<file path="config.mk">
export PLATFORM = sky130hd
export DESIGN_NAME = spi_dac_frame_receiver
export DESIGN_NICKNAME = d
export VERILOG_FILES = /design/src/rtl/spi_dac_frame_receiver.sv
export SDC_FILE = /design/constraint.sdc
export NUM_CORES = 1
export LEC_CHECK = 0
export CAP_MARGIN = 20
export CORE_UTILIZATION = 35
export CTS_BUF_LIST = sky130_fd_sc_hd__clkbuf_16
export DETAILED_ROUTE_END_ITERATION = 10
export PLACE_DENSITY_LB_ADDON = 0.05
export SLEW_MARGIN = 10
export SYNTH_ARGS = -nofsm -noshare
export SYNTH_HDL_FRONTEND = slang
export SYNTH_SLANG_ARGS = --single-unit
</file>
<file path="constraint.sdc">
create_clock -name clk -period 2.1 [get_ports clk]
set_input_delay 0.21 -clock clk [delete_from_list [all_inputs] [get_ports clk]]
set_output_delay 0.21 -clock clk [all_outputs]
set_load 0.02 [all_outputs]
</file>
<file path="src/rtl/spi_dac_frame_receiver.sv">
// SPI mode-0 slave capturing 16-bit DAC frames {ctrl, data} by oversampling cs_n/sck/mosi.
// Malformed frames are flagged and counted. Good frames update the sample registers.
module spi_dac_frame_receiver #(
  parameter int FRAME_BITS  = 16,
  parameter int DATA_BITS   = 12,
  parameter int SYNC_STAGES = 2,
  parameter int CNT_WIDTH   = 16
) (
  input  logic                            clk,
  input  logic                            rst_n,
  input  logic                            spi_cs_n,
  input  logic                            spi_sck,
  input  logic                            spi_mosi,
  output logic [DATA_BITS-1:0]            sample_data,
  output logic [FRAME_BITS-DATA_BITS-1:0] sample_ctrl,
  output logic                            sample_valid,
  output logic                            frame_err,
  output logic                            busy,
  output logic [CNT_WIDTH-1:0]            good_count,
  output logic [CNT_WIDTH-1:0]            err_count
);

  localparam int BCW = $clog2(FRAME_BITS + 2);
  localparam logic [BCW-1:0] BIT_FULL = BCW'(FRAME_BITS);
  localparam logic [BCW-1:0] BIT_OVR  = BCW'(FRAME_BITS + 1);

  localparam logic [1:0] WAIT_IDLE = 2'd0;
  localparam logic [1:0] IDLE      = 2'd1;
  localparam logic [1:0] RECV      = 2'd2;

  logic [SYNC_STAGES-1:0] cs_sync_q, sck_sync_q, mosi_sync_q, settle_q;
  logic                   prev_cs_q, prev_sck_q;
  logic                   s_cs, s_sck, s_mosi, settled;
  logic                   sck_rise, cs_fall, cs_rise;

  logic [1:0]              state_q, state_d;
  logic [FRAME_BITS-1:0]   shift_q, shift_d;
  logic [BCW-1:0]          bitcnt_q, bitcnt_d;
  logic                    eval_good_q, eval_good_d;
  logic                    eval_bad_q, eval_bad_d;

  logic [DATA_BITS-1:0]            data_q;
  logic [FRAME_BITS-DATA_BITS-1:0] ctrl_q;
  logic                            valid_q, err_q;
  logic [CNT_WIDTH-1:0]            good_cnt_q, err_cnt_q;

  assign s_cs    = cs_sync_q[SYNC_STAGES-1];
  assign s_sck   = sck_sync_q[SYNC_STAGES-1];
  assign s_mosi  = mosi_sync_q[SYNC_STAGES-1];
  assign settled = settle_q[SYNC_STAGES-1];

  assign sck_rise = s_sck & ~prev_sck_q;
  assign cs_fall  = ~s_cs & prev_cs_q;
  assign cs_rise  = s_cs & ~prev_cs_q;

  // settle_q keeps WAIT_IDLE from trusting the reset value of the cs synchronizer
  always_ff @(posedge clk) begin
    if (!rst_n) begin
      cs_sync_q   <= '1;
      sck_sync_q  <= '0;
      mosi_sync_q <= '0;
      settle_q    <= '0;
      prev_cs_q   <= 1'b1;
      prev_sck_q  <= 1'b0;
    end else begin
      cs_sync_q   <= {cs_sync_q[SYNC_STAGES-2:0], spi_cs_n};
      sck_sync_q  <= {sck_sync_q[SYNC_STAGES-2:0], spi_sck};
      mosi_sync_q <= {mosi_sync_q[SYNC_STAGES-2:0], spi_mosi};
      settle_q    <= {settle_q[SYNC_STAGES-2:0], 1'b1};
      prev_cs_q   <= s_cs;
      prev_sck_q  <= s_sck;
    end
  end

  always_comb begin
    state_d     = state_q;
    shift_d     = shift_q;
    bitcnt_d    = bitcnt_q;
    eval_good_d = 1'b0;
    eval_bad_d  = 1'b0;
    case (state_q)
      WAIT_IDLE: if (settled && s_cs) state_d = IDLE;
      IDLE: begin
        if (cs_fall) begin
          shift_d  = '0;
          bitcnt_d = '0;
          state_d  = RECV;
        end
      end
      RECV: begin
        if (sck_rise) begin
          shift_d = {shift_q[FRAME_BITS-2:0], s_mosi};
          if (bitcnt_q != BIT_OVR) bitcnt_d = bitcnt_q + BCW'(1);
        end
        // a bit arriving with the CS edge is counted before the frame is judged
        if (cs_rise) begin
          state_d     = IDLE;
          eval_good_d = (bitcnt_d == BIT_FULL);
          eval_bad_d  = (bitcnt_d != BIT_FULL);
        end
      end
      default: state_d = WAIT_IDLE;
    endcase
  end

  always_ff @(posedge clk) begin
    if (!rst_n) begin
      state_q     <= WAIT_IDLE;
      shift_q     <= '0;
      bitcnt_q    <= '0;
      eval_good_q <= 1'b0;
      eval_bad_q  <= 1'b0;
    end else begin
      state_q     <= state_d;
      shift_q     <= shift_d;
      bitcnt_q    <= bitcnt_d;
      eval_good_q <= eval_good_d;
      eval_bad_q  <= eval_bad_d;
    end
  end

  // shift_q still holds the judged frame here even if a new frame cleared it this edge
  always_ff @(posedge clk) begin
    if (!rst_n) begin
      data_q     <= '0;
      ctrl_q     <= '0;
      valid_q    <= 1'b0;
      err_q      <= 1'b0;
      good_cnt_q <= '0;
      err_cnt_q  <= '0;
    end else begin
      valid_q <= eval_good_q;
      err_q   <= eval_bad_q;
      if (eval_good_q) begin
        data_q     <= shift_q[DATA_BITS-1:0];
        ctrl_q     <= shift_q[FRAME_BITS-1:DATA_BITS];
        good_cnt_q <= good_cnt_q + CNT_WIDTH'(1);
      end
      if (eval_bad_q && (err_cnt_q != '1)) err_cnt_q <= err_cnt_q + CNT_WIDTH'(1);
    end
  end

  assign sample_data  = data_q;
  assign sample_ctrl  = ctrl_q;
  assign sample_valid = valid_q;
  assign frame_err    = err_q;
  assign busy         = (state_q == RECV);
  assign good_count   = good_cnt_q;
  assign err_count    = err_cnt_q;

endmodule

</file>
# After elaboration in Yosys (flattened, before gate mapping)
# Index checks and enable logic that the tools add are counted.
[op_classes]
addsub = 3
n_eq_ne = 10
mux = 13
bitwise_logic = 6
reduce_logical = 8
[op_table]
columns = ["cell", "n"]
rows = [
  ["16-bit by 1-bit adder with 16-bit output (second input constant)", 2],
  ["16-bit two-way mux", 2],
  ["16-bit case mux with 2 select lines", 1],
  ["5-bit two-way mux", 4],
  ["16-bit != test (second input constant)", 1],
  ["5-bit != test (second input constant)", 2],
  ["5-bit case mux with 2 select lines", 1],
  ["3-bit AND reduction", 3],
  ["2-bit two-way mux", 3],
  ["2-bit case mux with 3 select lines", 1],
  ["5-bit by 1-bit adder with 5-bit output (second input constant)", 1],
  ["5-bit equality test (second input constant)", 1],
  ["2-bit by 1-bit != test with 1-bit output (second input constant)", 2],
  ["2-bit != test (second input constant)", 2],
  ["1-bit bitwise AND", 3],
  ["1-bit inverter", 3],
  ["2-bit by 1-bit equality test with 1-bit output (second input constant)", 1],
  ["2-bit equality test (second input constant)", 1],
  ["1-bit logical AND", 2],
  ["2-bit logical NOT", 1],
  ["2-bit AND reduction", 1],
  ["2-bit nonzero test", 1],
  ["1-bit two-way mux", 1],
]
[word_totals]
register_bits = 85
inputBits = 5
out_inout_bits = 51
word_cells = 58

# Longest topological paths before layout
[depth]
word_depth = 5
depth_mapped = 6
mapped_depth_nobuf = 6

# Worst setup path after synthesis
# No wires, ideal clock.
[synth_path]
kind = "register to register"
start = "register err_cnt_q[0], in the netlist err_count[0]"
end = "register err_cnt_q[0], in the netlist err_count[0]"
setup_ns = 0.128
arrival_ns = 1.741
required_time_ns = 1.972
slack_ns = 0.232
stages_incl_launch_ff = 7
path_buffers = 1
period_less_slack_ns = 1.868
path_cell_list = "dfxtp_1 -> ha_1 -> nand4_4 -> o41ai_4 -> buf_6 -> xor2_1 -> nor2_1"
[synth_between]
elab_chain_cells = 2
elab_cells_between_ends = 3
cone_classes = "1 x add/sub; 1 x eq/ne; 1 x reduce/logical"
[synth_rtl]
columns = ["element", "line_no", "text"]
rows = [
  ["from (decl)", "45", "logic [CNT_WIDTH-1:0] good_cnt_q, err_cnt_q;"],
  ["from (signal assigned)", "139", "if (eval_bad_q && (err_cnt_q != '1)) err_cnt_q <= err_cnt_q + CNT_WIDTH'(1);"],
  ["branches (longest 2 deep; another with 16-bit by 1-bit adder with 16-bit output)", "--", ""],
]
# Several ways; the timed one is not identified.
# A chain may end at the register's enable or synchronous reset.

# Worst setup path after layout
[layout_path]
start = "register state_q[1]"
end = "output port busy"
[layout_between]
elab_chain_cells = 1
[layout_rtl]
columns = ["element", "line_no", "text"]
rows = [
  ["from (decl)", "36", "logic [1:0] state_q, state_d;"],
  ["from (signal assigned)", "114", "state_q <= state_d;"],
  ["2-bit equality test", "147", "assign busy = (state_q == RECV);"],
  ["to (decl)", "18", "output logic busy,"],
]
# No other way between the ends.

==> impl_metrics.ini <==
[min_path]
hp-class = reg -> reg
whs_endpoint = cs_sync_q[1]$_SDFF_PN1_
min_path_cells = 1
worstHoldStart = cs_sync_q[0]$_SDFF_PN1_

[global_route]
antenna_found_initial = 0
grt_pass1_vias = 2647
grt_overflow = 0
grt_pass1_wl_mm = 12.7
grt_usage_pct = 15.5
grt_start_max_net_pins = 49

[timing]
hold_violations = 0
grt_setup_unrepaired = false
finalCritPeriodShare_pct = 87.0
fmax_mhz = 548
slew_violations = 0
setup_viol = 0
relSlewSlack_pct = 64.1
tightest_slew_ps = 534
setup-tns-final_ps = 0
period_needed_ps = 1830
fin_skew_ps = 10.0

[pwr]
pwr_density_cell_nw_per_um2 = 725
leakage_nw = 1.52
peakVddDrop_v = 0.000414
fin_total_pwr_mw = 3.29

[layout]
areaGrowthSynthToFinish_pct = 30.0
diodes = 0
fin_area_um2 = 4540
finish.utilization_pct = 46.7
drive_gt1_share_pct = 9.82
nets = 442
nFillCells = 986

[setup_path]
cp_top_family = buffers and inverters
crit_arrival_ps = 1620
path_class = reg -> out
max_stage_delay_ps = 630
slowest_stage = clkdlybuf4s50_1
path_cells = nor2b_1 > clkdlybuf4s50_1
ff2ff_setup_slack_ps = 300
startpoint = state_q[1]$_SDFFE_PN0P_
path_buf_inv = 1
crit_fanout = 7
rr_endpoint = err_count[0]$_SDFFE_PN0P_
r2r_cells = 6
regToRegStartpoint = err_count[0]$_SDFFE_PN0P_
crit_path_end_kind = primary output
cp_data_required_time_ps = 1890
cp-start-kind = flip-flop

[clock_network]
cts_resized = 0
tritoncts = built
clock_sinks = 85
clk_pin_slew_ps = 70
clk_latency_ps = 330
clock_tree.root_cell = clkbuf_16
cts.htree.levels = 3
numCtsBuffers = 9
clockBufferDepth = 2
postCtsSetupBuffers = 0
cts_hold_buf = 0

[floorplanning]
die_y_um = 102
io_pins = 56
start_util_pct = 35.9
dieArea_um2 = 10400
core_area_um2 = 9730
die_w_um = 102
std_cell_rows = 36

[yosys]
ys_seq_elements = 85
synth.yosys.seq_area_share_pct = 48.7
syn_area_um2 = 3490
yosysUniqueCellTypes = 53
syn_nets = 380
ys_warn_count = 0
synth_edf_count = 0
avgSynthCellArea_um2 = 9.42
postSynth.topFlopCell = dfxtp_1
ys_async_sr_fraction_pct = 0
synth_cells = 371

[route]
drt-total-wl_mm = 7.44
drt.antenna.violating_nets = 0
routedWlPerCell_um = 13.0
routed_via_density = 4.93
dr.pass1.iters = 4
vias = 2816
route.detailed.drc = 0
drt-initial-drc-count = 43

[placement]
gp_congestion = 0.794
place.port_buffers = 55
dp_hpwl_mm = 4.97
postPlaceCellArea_um2 = 4250

[job]
timing.max_cap.violations = 0

[status]
status = finished clean
-- cell type report --
type                       instances  area [um2]  share of cell area, %
clock buffer                       9         225                   4.96
tap                              133         166                   3.66
inverter                          10        37.5                  0.826
multi-input combinational        257        1680                   36.9
clock inverter                     7        72.6                   1.60
sequential                        85        1700                   37.4
timing repair buffer              70         663                   14.6
-- cells in the mapped netlist, types with 8 or more instances --
master	number	share of area [%]
a21oi_1	14	2.0
a22oi_1	17	3.7
and2_1	10	1.8
clkbuf_1	13	1.4
dfxtp_1	85	49
inv_1	9	0.97
mux2i_1	22	6.3
nand2_1	12	1.3
nand3_1	12	1.7
nand4_1	11	2.0
nor2_1	55	5.9
nor3_1	8	1.1
o21ai_0	8	1.1
xnor2_1	10	2.5
-- kinds of logic (layout without fill, tap and decap cells) --
logic type	after synthesis	after routing	share of synthesized area (%)
AOI/OAI and AO/OA	65	65	12.8
xor gates and xnor gates	14	14	3.51
adders and majority gates	4	4	1.43
buffers and inverters	29	96	3.47
DFF	85	85	48.7
muxes	23	23	6.62
and+or+nand+nor	151	151	23.5
-- per-layer routing --
metal  vias up  global-route usage [%]  part of all wire [%]
met5         -                       0                     0
met3         2                    4.17                   3.6
met1      1309                    20.5                    49
met4         0                    4.62                  0.54
met2        48                    24.9                    46
li1       1457                       -                     -
-- how the worst max path moves through the flow --
| stage | slack, ps | endpoint | depth (start not counted) |
|---|---|---|---|
| final | 270 | busy | 2 |
| after global routing | 150 | err_count[0]$_SDFFE_PN0P_ | 6 |
| after CTS | 260 | busy | 2 |
| after detailed placement | 300 | err_count[0]$_SDFFE_PN0P_ | 6 |
| after global placement | 320 | err_count[0]$_SDFFE_PN0P_ | 6 |
| after floorplan | 230 | err_count[0]$_SDFFE_PN0P_ | 6 |
-- placed cells by master (no fill, tap or decap), drive strengths merged, types with 2 or more instances in the layout --
cell	synthesis	final
or2	2	2
a31oi	2	2
and4	2	2
and2	10	10
mux2i	22	22
clkdlybuf4s50	0	55
nand2b	7	7
ha	4	4
inv	10	16
clkbuf	13	9
buf	6	15
nand3	13	13
nor2	55	55
nor3	9	9
or3	7	7
or4	3	3
nor2b	2	2
nor4bb	2	2
a22oi	17	17
o211ai	2	2
xnor2	10	10
a41oi	3	3
dfxtp	85	85
o31ai	5	5
nand3b	4	4
a21oi	14	14
a211oi	2	2
o21ai	13	13
nand2	12	12
xor2	4	4
nor4	6	6
nand4	13	13
-- state kept, by name, indices dropped and copies added (netlist names), 2 cells and up --
name,flops
sample_ctrl,4
state_q,2
good_count,16
sck_sync_q,2
cs_sync_q,2
sample_data,12
err_count,16
bitcnt_q,5
settle_q,2
mosi_sync_q,2
shift_q,16
-- power by group --
part           internal (mW)  switching [mW]
Sequential              1.62         0.00669
Combinational         0.0283          0.0428
Clock                  0.849           0.747
-- through the flow --
stage	cells	worst slack (ps)	hold WS, ps
6_report	571	274	425
4_1_cts	571	258	425
3_5_place_dp	555	300	407
3_3_place_gp	555	322	405
5_1_grt	571	147	446
2_1_floorplan	371	232	238
Note: power is estimated with default switching activity, not from simulation.
